**config.mk**
```make
export PLATFORM = sky130hd
export DESIGN_NAME = ign_scheduler
export DESIGN_NICKNAME = d
export VERILOG_FILES = /design/src/rtl/ign_scheduler_pkg.sv /design/src/rtl/ign_scheduler_channel.sv /design/src/rtl/ign_scheduler.sv
export SDC_FILE = /design/constraint.sdc
export NUM_CORES = 1
export LEC_CHECK = 0
export ABC_AREA = 1
export CAP_MARGIN = 15
export CORE_MARGIN = 5
export CORE_UTILIZATION = 50
export CTS_CLUSTER_SIZE = 20
export DETAILED_ROUTE_END_ITERATION = 6
export PLACE_DENSITY = 0.67
export REMOVE_ABC_BUFFERS = 1
export SLEW_MARGIN = 10
export SYNTH_ARGS = -nofsm -noshare
export SYNTH_HDL_FRONTEND = slang
export SYNTH_SLANG_ARGS = --single-unit
export TNS_END_PERCENT = 20
```
**constraint.sdc**
```tcl
create_clock -name clk -period 3.8 [get_ports clk]
set_input_delay 0.57 -clock clk [delete_from_list [all_inputs] [get_ports clk]]
set_output_delay 0.57 -clock clk [all_outputs]
set_load 0.05 [all_outputs]
```
**src/rtl/ign_scheduler_pkg.sv**
```systemverilog
// Shared definitions for the angle-domain ignition scheduler: FSM state
// encoding, config select codes and default engine-cycle constants.
package ign_scheduler_pkg;

  localparam int ANGLE_MAX_DEF     = 720;
  localparam int MAX_DWELL_CYC_DEF = 20000;

  typedef enum logic {
    ST_IDLE  = 1'b0,
    ST_DWELL = 1'b1
  } ign_state_e;

  localparam logic CFG_SEL_DWELL = 1'b0;
  localparam logic CFG_SEL_SPARK = 1'b1;

endpackage

```
**src/rtl/ign_scheduler_channel.sv**
```systemverilog
// One ignition coil channel: dwell/spark FSM, saturating dwell timer,
// shadow/active angle registers with boundary commit, sticky overdwell flag.
module ign_scheduler_channel
  import ign_scheduler_pkg::*;
#(
  parameter int ANGLE_W       = 10,
  parameter int MAX_DWELL_CYC = MAX_DWELL_CYC_DEF,
  parameter int TMR_W         = 15
) (
  input  logic               clk,
  input  logic               reset_n,
  input  logic               synced,
  input  logic               tick,
  input  logic [ANGLE_W-1:0] angle,
  input  logic               en,
  input  logic               wr,
  input  logic               wr_sel,
  input  logic [ANGLE_W-1:0] wr_data,
  input  logic               ovd_clr,
  output logic               ign,
  output logic               overdwell
);

  localparam logic [TMR_W-1:0] TMR_LIM = TMR_W'(MAX_DWELL_CYC - 1);

  ign_state_e         state_q, state_d;
  logic [TMR_W-1:0]   tmr_q, tmr_d;
  logic [ANGLE_W-1:0] dwell_act_q, spark_act_q;
  logic [ANGLE_W-1:0] dwell_sh_q, spark_sh_q;
  logic               pend_q, ovd_q;
  logic               dwell_hit, spark_hit, tmo;
  logic               rel, ovd_set, commit;

  function automatic logic [TMR_W-1:0] sat_inc(input logic [TMR_W-1:0] v);
    return (&v) ? v : v + 1'b1;
  endfunction

  // Compares always use the currently active angles, even on a commit cycle.
  assign dwell_hit = synced & tick & en & (angle == dwell_act_q) &
                     (dwell_act_q != spark_act_q);
  assign spark_hit = synced & tick & (angle == spark_act_q);
  assign tmo       = (tmr_q == TMR_LIM);

  always_comb begin
    state_d = state_q;
    tmr_d   = tmr_q;
    rel     = 1'b0;
    ovd_set = 1'b0;
    case (state_q)
      ST_IDLE: begin
        if (dwell_hit) begin
          state_d = ST_DWELL;
          tmr_d   = '0;
        end
      end
      ST_DWELL: begin
        tmr_d   = sat_inc(tmr_q);
        ovd_set = tmo;
        if (spark_hit || !synced || !en || tmo) begin
          state_d = ST_IDLE;
          rel     = 1'b1;
        end
      end
      default: state_d = ST_IDLE;
    endcase
  end

  // Shadow angles only reach the compare at a cycle boundary or right as a
  // dwell ends, so an in-flight spark angle is never replaced.
  assign commit = pend_q & (((state_q == ST_IDLE) & tick & (angle == '0)) | rel);

  always_ff @(posedge clk or negedge reset_n) begin
    if (!reset_n) begin
      state_q     <= ST_IDLE;
      tmr_q       <= '0;
      dwell_act_q <= '0;
      spark_act_q <= '0;
      dwell_sh_q  <= '0;
      spark_sh_q  <= '0;
      pend_q      <= 1'b0;
      ovd_q       <= 1'b0;
    end else begin
      state_q <= state_d;
      tmr_q   <= tmr_d;
      if (commit) begin
        dwell_act_q <= dwell_sh_q;
        spark_act_q <= spark_sh_q;
      end
      if (wr) begin
        if (wr_sel == CFG_SEL_SPARK) spark_sh_q <= wr_data;
        else                         dwell_sh_q <= wr_data;
      end
      pend_q <= wr | (pend_q & ~commit);
      ovd_q  <= ovd_set | (ovd_q & ~ovd_clr);
    end
  end

  assign ign       = (state_q == ST_DWELL);
  assign overdwell = ovd_q;

endmodule

```
**src/rtl/ign_scheduler.sv**
```systemverilog
// Four-channel ignition scheduler: decodes config writes to the addressed
// channel and concatenates the per-channel coil and overdwell outputs.
module ign_scheduler
  import ign_scheduler_pkg::*;
#(
  parameter int ANGLE_W       = 10,
  parameter int ANGLE_MAX     = ANGLE_MAX_DEF,
  parameter int MAX_DWELL_CYC = MAX_DWELL_CYC_DEF,
  parameter int TMR_W         = 15
) (
  input  logic               clk,
  input  logic               reset_n,
  input  logic               synced,
  input  logic               tick,
  input  logic [ANGLE_W-1:0] angle,
  input  logic               cfg_wr,
  input  logic [1:0]         cfg_ch,
  input  logic               cfg_sel,
  input  logic [ANGLE_W-1:0] cfg_data,
  input  logic [3:0]         ch_en,
  input  logic               ovd_clr,
  output logic [3:0]         ign,
  output logic [3:0]         overdwell
);

  localparam logic [ANGLE_W-1:0] ANGLE_LIM = ANGLE_W'(ANGLE_MAX);

  // Out-of-range angles are dropped entirely and do not arm a commit.
  logic cfg_ok;
  assign cfg_ok = cfg_wr & (cfg_data < ANGLE_LIM);

  for (genvar i = 0; i < 4; i++) begin : g_ch
    logic ch_wr;
    assign ch_wr = cfg_ok & (cfg_ch == 2'(i));

    ign_scheduler_channel #(
      .ANGLE_W      (ANGLE_W),
      .MAX_DWELL_CYC(MAX_DWELL_CYC),
      .TMR_W        (TMR_W)
    ) u_ch (
      .clk      (clk),
      .reset_n  (reset_n),
      .synced   (synced),
      .tick     (tick),
      .angle    (angle),
      .en       (ch_en[i]),
      .wr       (ch_wr),
      .wr_sel   (cfg_sel),
      .wr_data  (cfg_data),
      .ovd_clr  (ovd_clr),
      .ign      (ign[i]),
      .overdwell(overdwell[i])
    );
  end

endmodule

```
==> flow_summary.ini, run 1 <==
[clock_tree]
path_clk_slew_ns = 0.06
post-cts-setup-buffers = 0
root_buffer = clkbuf_16
numClockSinks = 232
ctsHoldBuffers = 0
clk_latency_ns = 0.54
clockBufferDepth = 3
cts_buffers = 27
cts_htree_levels = 1
cts_tree = yes
ctsResizeCount = 0

[floorplanning]
die_height_um = 170
coreArea_mm2 = 0.0251
start_util_pct = 50.7
rows = 58
die_w_um = 170
die-area_mm2 = 0.0287
boundaryPins = 41

[routing]
firstDrtPassIters = 6
wl_mm = 31.8
route.vias.total = 10900
drtIter0Drc = 772
viasPerCell = 5.32
ant_nets = 0
wl_per_cell_um = 15.6
drc = 0

[worst_hold_path]
hp-class = in2async

[grt]
grt_util_met2_pct = 37.4
grt_use_total_pct = 22.5
grt_pass1_wl_mm = 53.5
grt_pass1_vias = 10300
grtUsageMet3_pct = 3.12
overflow = 0
antenna_found_initial = 0
grt.busiest_layer = met2
met1_usage_pct = 31.7
grt_max_degree = 117

[sta]
fmax_mhz = 373
tightest_slew_ns = 0.885
fin_skew_ns = 0.0170
hold_violations = 0
post-route-min-period_ns = 2.68
setup_violations = 0
max_slew_margin_pct = 41.0
period_share_pct = 70.5
report.final.slew_viol_count = 0
rsz0062_at_grt = no
final.setup.tns_ns = 0
finalWorstSetupSlack_ns = 1.12

[power]
p_leak_nw = 6.82
power_density_mw_per_mm2 = 416
peakVddDrop_uv = 265

[critical_path]
cp_cell_sequence = clkdlybuf4s50_1
critPathArrivalTime_ns = 2.11
required_ns = 3.23
endpoint_kind = primary output
startpoint_type = register
crit_path_max_incr_delay_ns = 0.90
path_buf_inv = 1
worstSetupPathType = reg2out
cp_top_family = buffers and inverters
crit_slowest_cell = clkdlybuf4s50_1
crit_path_max_fanout = 13

[placed_design]
pre_cts_ws_ns = 0.597
numPortBuffers = 40
place_hpwl_mm = 22.4
gp_congestion = 0.887

[synth]
postSynthRegisterBits = 232
syn-mean-instance-area_um2 = 7.57
synthArstFlopShare_pct = 100
synth_ff_type = dfrtp_1
yosys.area.top_type = dfrtp_1
synth-compound-area-share_pct = 4.27
syn-cell-area_mm2 = 0.0127
synthTopCellsByArea = dfrtp_1, nand2_1, nand4_1
synth_edf_count = 0
synth_cell_types = 36
ys_seq_area_share_pct = 45.6
synth_mux_area_share_pct = 0
synthXorXnorAreaFrac_pct = 5.64
synth_top_family_by_area = simple AND/OR/NAND/NOR gates
syn_inst = 1680
yosys.area.top_type_share_pct = 45.6
yosysWarnings = 0
yosys.area_share.adder_pct = 0.393
synthSimpleGateAreaFrac_pct = 36.2

[layout]
diodes = 0
drive_above_1_share_pct = 7.37
area_delta_synth_final_pct = 11.2
final_cell_mix = nand2_1, dfrtp_1, nand3_1
layout_commonest_cell = nand2_1
nets = 1726

[flow_run]
maxCapViolCount = 0

[status]
status = finished clean
==> cell usage after synthesis, types with 3 or more instances <==
master    number
a21oi_1       11
buf_2         33
buf_4         21
buf_6          8
clkbuf_1      16
dfrtp_1      232
ha_1           4
inv_1        122
inv_2          8
nand2_1      599
nand2_2       16
nand3_1      137
nand3_2        6
nand4_1      120
nor2_1       119
nor2_2         3
nor2_4         3
nor3_1        13
nor3b_1        3
o21ai_0       91
or2_2         16
xnor2_1       52
xor2_1        30
==> cell families after synthesis <==
group	Yosys count
buf+inv	215
flops	232
simple gates	1041
xor+xnor	82
fa+ha+maj	4
compound gates	106
==> per-stage QoR <==
| stage | util [%] | total power [mW] | area [µm²] | cells | hold slack, ns |
|---|---|---|---|---|---|
| final | 56.4 | 5.88 | 14200 | 2040 | 0.0995 |
| after global routing | 56.4 | 6.12 | 14200 | 2040 | 0.179 |
| after CTS | 56.4 | 5.94 | 14200 | 2040 | 0.141 |
| after detailed placement | 52.7 | 3.24 | 13200 | 1990 | 0.474 |
| after global placement | 52.7 | 3.22 | 13200 | 1990 | 0.466 |
| after floorplan | - | 3.02 | 12200 | 1599 | 0.274 |
==> final timing paths <==
kind / startpoint / cells past startpoint / slack [ns] / to
min reg2reg: g_ch[0].u_ch.dwell_sh_q[8] / 2 / 0.48 / g_ch[0].u_ch.dwell_sh_q[8]
max in group asynchronous: reset_n / 2 / 2.84 / g_ch[0].u_ch.tmr_q[4]
max reg2reg: g_ch[3].u_ch.tmr_q[0] / 10 / 1.32 / g_ch[3].u_ch.dwell_act_q[2]
min: reset_n / 1 / 0.1 / g_ch[0].u_ch.dwell_sh_q[1]
min in group clk: g_ch[0].u_ch.dwell_sh_q[8] / 2 / 0.48 / g_ch[0].u_ch.dwell_sh_q[8]
max: g_ch[0].u_ch.ign / 1 / 1.12 / ign[0]
==> flip-flops by register name (all words and copies together), names as in the netlist <==
name / count
g_ch.u_ch.spark_sh_q: 40
g_ch.u_ch.dwell_sh_q: 40
g_ch.u_ch.overdwell: 4
g_ch.u_ch.spark_act_q: 40
g_ch.u_ch.dwell_act_q: 40
g_ch.u_ch.ign: 4
g_ch.u_ch.pend_q: 4
g_ch.u_ch.tmr_q: 60
==> final cells by class <==
cell class / count / area, µm²
clock buffers: 37 / 753
well taps: 330 / 413
flip-flops and latches: 232 / 5810
repair buffers: 61 / 588
inverters: 134 / 507
fillers: 2375 / 11000
multi-input cells: 1233 / 5920
clock inverters: 13 / 171
==> report_power, final <==
part           internal, mW  switching (mW)
Clock                  1.66            1.04
Combinational         0.159           0.250
Sequential             2.66           0.120
Total                  4.48            1.41
==> routing by layer <==
metal	up-vias	routed length [µm]
met5	-	0
met4	0	614
met3	50	1500
met2	264	15000
met1	5111	14700
li1	5430	-
Power figures use the tool's default switching activity.
==> run 2: changes to the inputs <==
PLACE_DENSITY = 0.7   (was 0.67)
clock period = 2.19 ns   (was 3.8 ns; I/O delays follow)
==> flow_summary.ini, run 2 (same netlist as run 1, synthesis figures left out) <==
[placed_design]
place_hpwl_mm = 23.5
numPortBuffers = 40
gp_congestion = 0.932
pre_cts_ws_ns = -0.188
dp.cells = 2044

[sta]
report.final.slew_viol_count = 0
post-route-min-period_ns = 2.11
fin_skew_ns = 0.00868
finalWorstSetupSlack_ns = 0.0808
max_slew_margin_pct = 55.4
final.setup.tns_ns = 0
period_share_pct = 96.3
setup_violations = 0
hold_violations = 0
fmax_mhz = 474
rsz0062_at_grt = no
tightest_slew_ns = 0.669

[layout]
drive_above_1_share_pct = 10.2
nets = 1781
fillers = 2338
area_delta_synth_final_pct = 15.3
diodes = 0
instances_no_fill = 2094
final_cell_mix = nand2_1, dfrtp_1, nand3_1
layout_commonest_cell = nand2_1
top_register = g_ch.u_ch.tmr_q
largest_register_ffs = 60

[power]
peakVddDrop_uv = 705
power_density_mw_per_mm2 = 682
p_sw_share_pct = 24.7
combPwrFrac_pct = 7.5
power.internal_mw = 7.53
clkPwrFrac_pct = 43.9
share_seq_of_total_power_pct = 48.6
p_leak_nw = 7.11
netSwitchingPower_mw = 2.48

[floorplanning]
die-area_mm2 = 0.0287
start_util_pct = 50.7
die_w_um = 170
boundaryPins = 41
coreArea_mm2 = 0.0251
rows = 58
die_height_um = 170

[worst_hold_path]
hp-class = in2async

[clock_tree]
cts_tree = yes
numClockSinks = 232
cts_htree_levels = 1
cts_buffers = 27
path_clk_slew_ns = 0.06
root_buffer = clkbuf_16
post-cts-setup-buffers = 0
clk_latency_ns = 0.54
clockBufferDepth = 3

[critical_path]
path_buf_inv = 1
startpoint_type = register
crit_path_max_incr_delay_ns = 0.83
worstSetupPathType = reg2out
crit_path_max_fanout = 3
critPathArrivalTime_ns = 1.78
required_ns = 1.86
cp_cell_sequence = clkdlybuf4s50_1
endpoint_kind = primary output
cp_top_family = buffers and inverters
crit_slowest_cell = clkdlybuf4s50_1

[grt]
grt_pass1_vias = 10300
grt_use_total_pct = 22.4
grt_max_degree = 66
grt_pass1_wl_mm = 53.0
overflow = 0
antenna_found_initial = 0

[routing]
drt-met1-wl_mm = 15.3
met3_length_mm = 1.59
drtIter0Drc = 931
viasPerCell = 5.22
ant_nets = 0
route.vias.total = 10900
wl_met2_mm = 14.3
wl_mm = 31.9
top_layer = met4
wl_per_cell_um = 15.2
firstDrtPassIters = 7
drc = 0

[flow_run]
maxCapViolCount = 0

[status]
status = finished clean
## run 2: cell types whose count changed in the layout (fill, tap and decap cells not counted), moves of 2 or more
cell,previous run,this run
buf_12,2,15
buf_4,19,61
bufinv_16,4,2
clkdlybuf4s50_1,39,37
## run 2: repair_timing
item | 4_1_cts | 5_1_grt
setup endpoints to repair | 1 | 0
hold buffers | 1 | 0
hold endpoints to repair | 60 | 0
resized for setup | 1 | 0
## run 2: area by class of cell
type,count,area (µm²),share of cell area [%]
Multi-Input combinational cell,1233,5920,40.3
Sequential cell,232,5810,39.6
Timing Repair Buffer,116,1160,7.92
Clock buffer,36,739,5.04
Inverter,134,507,3.45
Tap cell,330,413,2.81
Clock inverter,13,125,0.853
## run 2: worst paths after layout
path	startpoint	end	slack [ns]	depth (start not counted)
worst max-delay path	g_ch[2].u_ch.ign	ign[2]	0.08	1
worst min-delay path	reset_n	g_ch[0].u_ch.dwell_sh_q[0]	0.34	2
worst max register to register	g_ch[2].u_ch.tmr_q[0]	g_ch[2].u_ch.spark_act_q[4]	0.29	9
worst min register to register	g_ch[2].u_ch.spark_sh_q[3]	g_ch[2].u_ch.spark_sh_q[3]	0.49	2
max in group asynchronous	reset_n	g_ch[0].u_ch.tmr_q[6]	1.07	3
min in group clk	cfg_ch[1]	g_ch[2].u_ch.pend_q	0.46	3
## run 2: power groups by stage
stage | Sequential, mW | Combinational (mW) | Clock [mW]
3_3_place_gp | 4.92 | 0.735 | 0
5_1_grt | 4.89 | 0.867 | 4.68
4_1_cts | 4.85 | 0.767 | 4.47
2_1_floorplan | 4.84 | 0.395 | 0
6_report | 4.86 | 0.755 | 4.39
3_5_place_dp | 4.93 | 0.759 | 0
## run 2: per-layer routing
metal	vias up	GRT usage [%]
met5	-	0
met4	0	5.15
met3	51	2.59
met2	259	35.6
met1	5082	33.3
li1	5538	-
## run 2: stage by stage
stage | power [mW] | hold WS, ns | instance area, µm² | utilization, %
2_1_floorplan | 5.23 | 0.0329 | 12200 | -
3_3_place_gp | 5.65 | 0.327 | 13800 | 54.9
3_5_place_dp | 5.68 | 0.327 | 13800 | 54.9
4_1_cts | 10.1 | 0.352 | 14700 | 58.4
5_1_grt | 10.4 | 0.396 | 14700 | 58.4
6_report | 10.0 | 0.338 | 14700 | 58.4
## run 2: worst reg2reg max path: cells and delay by family, from the launching register on
| kind | cells | cell delay, ns |
|---|---|---|
| compound gates | 1 | 0.14 |
| fa+ha+maj | 1 | 0.28 |
| simple gates | 6 | 0.75 |
| flops | 1 | 0.40 |
| buf+inv | 1 | 0.23 |
==> RTL change: new RTL, settings of run 2 <==
`TMR_W` is set to 15 in 2 places; all go to 13.
--- a/src/rtl/ign_scheduler_channel.sv
+++ b/src/rtl/ign_scheduler_channel.sv
@@ -5,7 +5,7 @@
 #(
   parameter int ANGLE_W       = 10,
   parameter int MAX_DWELL_CYC = MAX_DWELL_CYC_DEF,
-  parameter int TMR_W         = 15
+  parameter int TMR_W         = 13
 ) (
   input  logic               clk,
   input  logic               reset_n,
--- a/src/rtl/ign_scheduler.sv
+++ b/src/rtl/ign_scheduler.sv
@@ -6,7 +6,7 @@
   parameter int ANGLE_W       = 10,
   parameter int ANGLE_MAX     = ANGLE_MAX_DEF,
   parameter int MAX_DWELL_CYC = MAX_DWELL_CYC_DEF,
-  parameter int TMR_W         = 15
+  parameter int TMR_W         = 13
 ) (
   input  logic               clk,
   input  logic               reset_n,
Formal check against the unedited RTL: same outputs for any inputs over 4 cycles, from zero or initial values and one cycle with reset_n low; that may be too few to reach the edited logic, so the function may still have changed.
==> RTL change against run 2 <==
Sequential cell count down 8; area after synthesis is 5.1% lower; clock power is 4% higher; final area fell by 4.3%; register-to-register slack got worse by 0.13 ns; total power up 0.51%; routed wire length down 2.5%; setup slack worse by 0.023 ns; synthesized cell count fell by 7.4%.
==> RTL change: results (changes against run 2) <==
Clocking
  – Worst-Skew Late Latency: 0.54 ns (about the same)
  – H-Tree Level Count: 1 (unchanged)
  – Cell chosen for the clock root: clkbuf_16 (unchanged)
  – CTS clk-pin slew, worst paths: 0.07 ns
  – Max Root-Sink Buffers: 3 (unchanged)
  – Postcts setup bufs: 0 (unchanged)
  – TritonCTS Buffers: 25 (was 27)

Power
  – Clock Power Share: 0.453 (was 0.439)
  – Psw: 2442 uW (was 2476 uW)
  – Pleak: 0.006879 uW (was 0.007112 uW)
  – Sw frac: 0.2427 (was 0.2473)
  – Peak VDD IR: 432.1 uV (was 704.8 uV)
  – Comb pwr share: 0.078 (was 0.075)

Worst setup path
  – Peak per-stage delay on the critical path: 0.83 ns (about the same)
  – CP arrival: 1.80 ns (was 1.78 ns)
  – CP top delay family: buffers and inverters (unchanged)
  – Worst Path Max Fanout: 3 (unchanged)
  – Worst path slowest cell: clkdlybuf4s50_1 (unchanged)

Synthesis
  – Ys flop type: dfrtp_1 (unchanged)
  – Post-synthesis async set-or-reset flop share: 1.000 (unchanged)
  – Post-synth cell types: 37 (was 36)
  – Seq/Total Area, Yosys: 0.4640 (was 0.4562)
  – Top post-synthesis cells by area: dfrtp_1, nand2_1, nand4_1 (unchanged)
  – Warnings from Yosys: 0 (unchanged)
  – Top post-synthesis cells by count: nand2_1, dfrtp_1, inv_1, nand4_1, nand3_1 (was nand2_1, dfrtp_1, nand3_1, inv_1, nand4_1)

Detailed routing
  – Residual DRC count: 0 (unchanged)
  – TritonRoute pass-1 iters: 5 (was 7)
  – DR WL/cell: 15.91 um (was 15.21 um)
  – Via Count: 10350 (was 10930)
  – Drt initial violations: 926 (was 931)

Placement
  – DP HPWL: 22.86 mm (was 23.49 mm)
  – Dpl ws: -0.03920 ns (was -0.1880 ns)
  – IO Port Bufs: 40 (unchanged)
  – RePlAce Congestion: 0.9346 (was 0.9315)

Run status
  – Run status: finished clean (unchanged)

Finish
  – Layout cells sized above 1: 0.1120 (was 0.1020)
  – Largest Register: g_ch.u_ch.tmr_q (unchanged)
  – Max reg flops: 52 (was 60)
  – Fillcell total: 2162 (was 2338)
  – ANT cells: 0 (unchanged)
  – Final nets: 1652 (was 1781)

GRT
  – Vias in the first global route: 9573 (was 10270)
  – GRT Total Usage: 0.2341 (was 0.2242)
  – First-pass GRT wire length: 51.53 mm (was 53.03 mm)
  – Antenna violations before repair: 0 (unchanged)
  – Largest net degree at the start of global routing: 67 (was 66)

STA
  – Clock Skew: 0.02648 ns (was 0.008677 ns)
  – Max-Slew Margin vs Limit: 0.5291 (was 0.5541)

Hold path
  – Min-delay worst type: in -> async (unchanged)
[RTL change: changes by cell type in the layout (fill, tap and decap cells not counted), moves of 7 or more]
| cell | run 2 | this run |
|---|---|---|
| nand2_1 | 599 | 557 |
| inv_1 | 122 | 111 |
| nand4_1 | 120 | 103 |
| nand3_1 | 137 | 101 |
| o21ai_0 | 91 | 98 |
| nor2_1 | 119 | 89 |
| buf_4 | 61 | 51 |
| dfrtp_1 | 232 | 224 |
[RTL change: through the flow]
| step | setup TNS (ns) | cells | hold slack, ns | area [sq um] |
|---|---|---|---|---|
| after global routing | 0 | 1953 | 0.3864 | 14040 |
| after detailed placement | -0.6337 | 1906 | 0.3182 | 13110 |
| final | 0 | 1953 | 0.3302 | 14040 |
| after CTS | 0 | 1953 | 0.3762 | 14030 |
| after floorplan | 0 | 1477 | 0.03291 | 11540 |
| after global placement | -0.8643 | 1906 | 0.3174 | 13110 |
[RTL change: metal layers]
| metal | global-route usage | vias up | part of all wire |
|---|---|---|---|
| met5 | 0 | - | 0 |
| met2 | 0.3489 | 314 | 0.43 |
| met3 | 0.03251 | 47 | 0.069 |
| li1 | - | 5131 | - |
| met1 | 0.3617 | 4859 | 0.48 |
| met4 | 0.05662 | 0 | 0.020 |
[RTL change: area by class of cell]
cell class | instances | area (sq um) | share of cell area
inverter | 124 | 469.2 | 0.03343
clock inverter | 17 | 230.2 | 0.01640
multi-input combinational | 1129 | 5464 | 0.3893
tap | 319 | 399.1 | 0.02843
sequential | 224 | 5605 | 0.3993
timing repair buffer | 111 | 1189 | 0.08468
clock buffer | 29 | 680.7 | 0.04849
[RTL change: path summary, 6_finish.rpt]
| check | startpoint | endpoint | slack, ns | cells after the start |
|---|---|---|---|---|
| max | g_ch[0].u_ch.ign | ign[0] | 0.06 | 1 |
| min | reset_n | g_ch[2].u_ch.tmr_q[2] | 0.33 | 2 |
| max reg2reg | g_ch[3].u_ch.tmr_q[0] | g_ch[3].u_ch.dwell_act_q[8] | 0.16 | 10 |
| min reg2reg | g_ch[2].u_ch.dwell_sh_q[1] | g_ch[2].u_ch.dwell_sh_q[1] | 0.48 | 2 |
| max in group asynchronous | reset_n | g_ch[2].u_ch.spark_sh_q[4] | 1.09 | 3 |
| min in group clk | g_ch[2].u_ch.dwell_sh_q[1] | g_ch[2].u_ch.dwell_sh_q[1] | 0.48 | 2 |
[RTL change: cell families after synthesis]
kind of cell,Yosys count,share of synthesized area
AO/OA/AOI/OAI,125,0.05593
XOR/XNOR,80,0.05799
adder cells (fa/ha/maj),4,0.004143
buffers and inverters,203,0.08399
flip-flops,224,0.4640
AND/OR/NAND/NOR,920,0.3340
[RTL change: timing repair]
action                                  in CTS  in global routing
endpoints found under the hold margin       60                  0
hold buffers                                 1                  0
gates resized for setup                      0                  1
endpoints found under the setup margin       0                  1
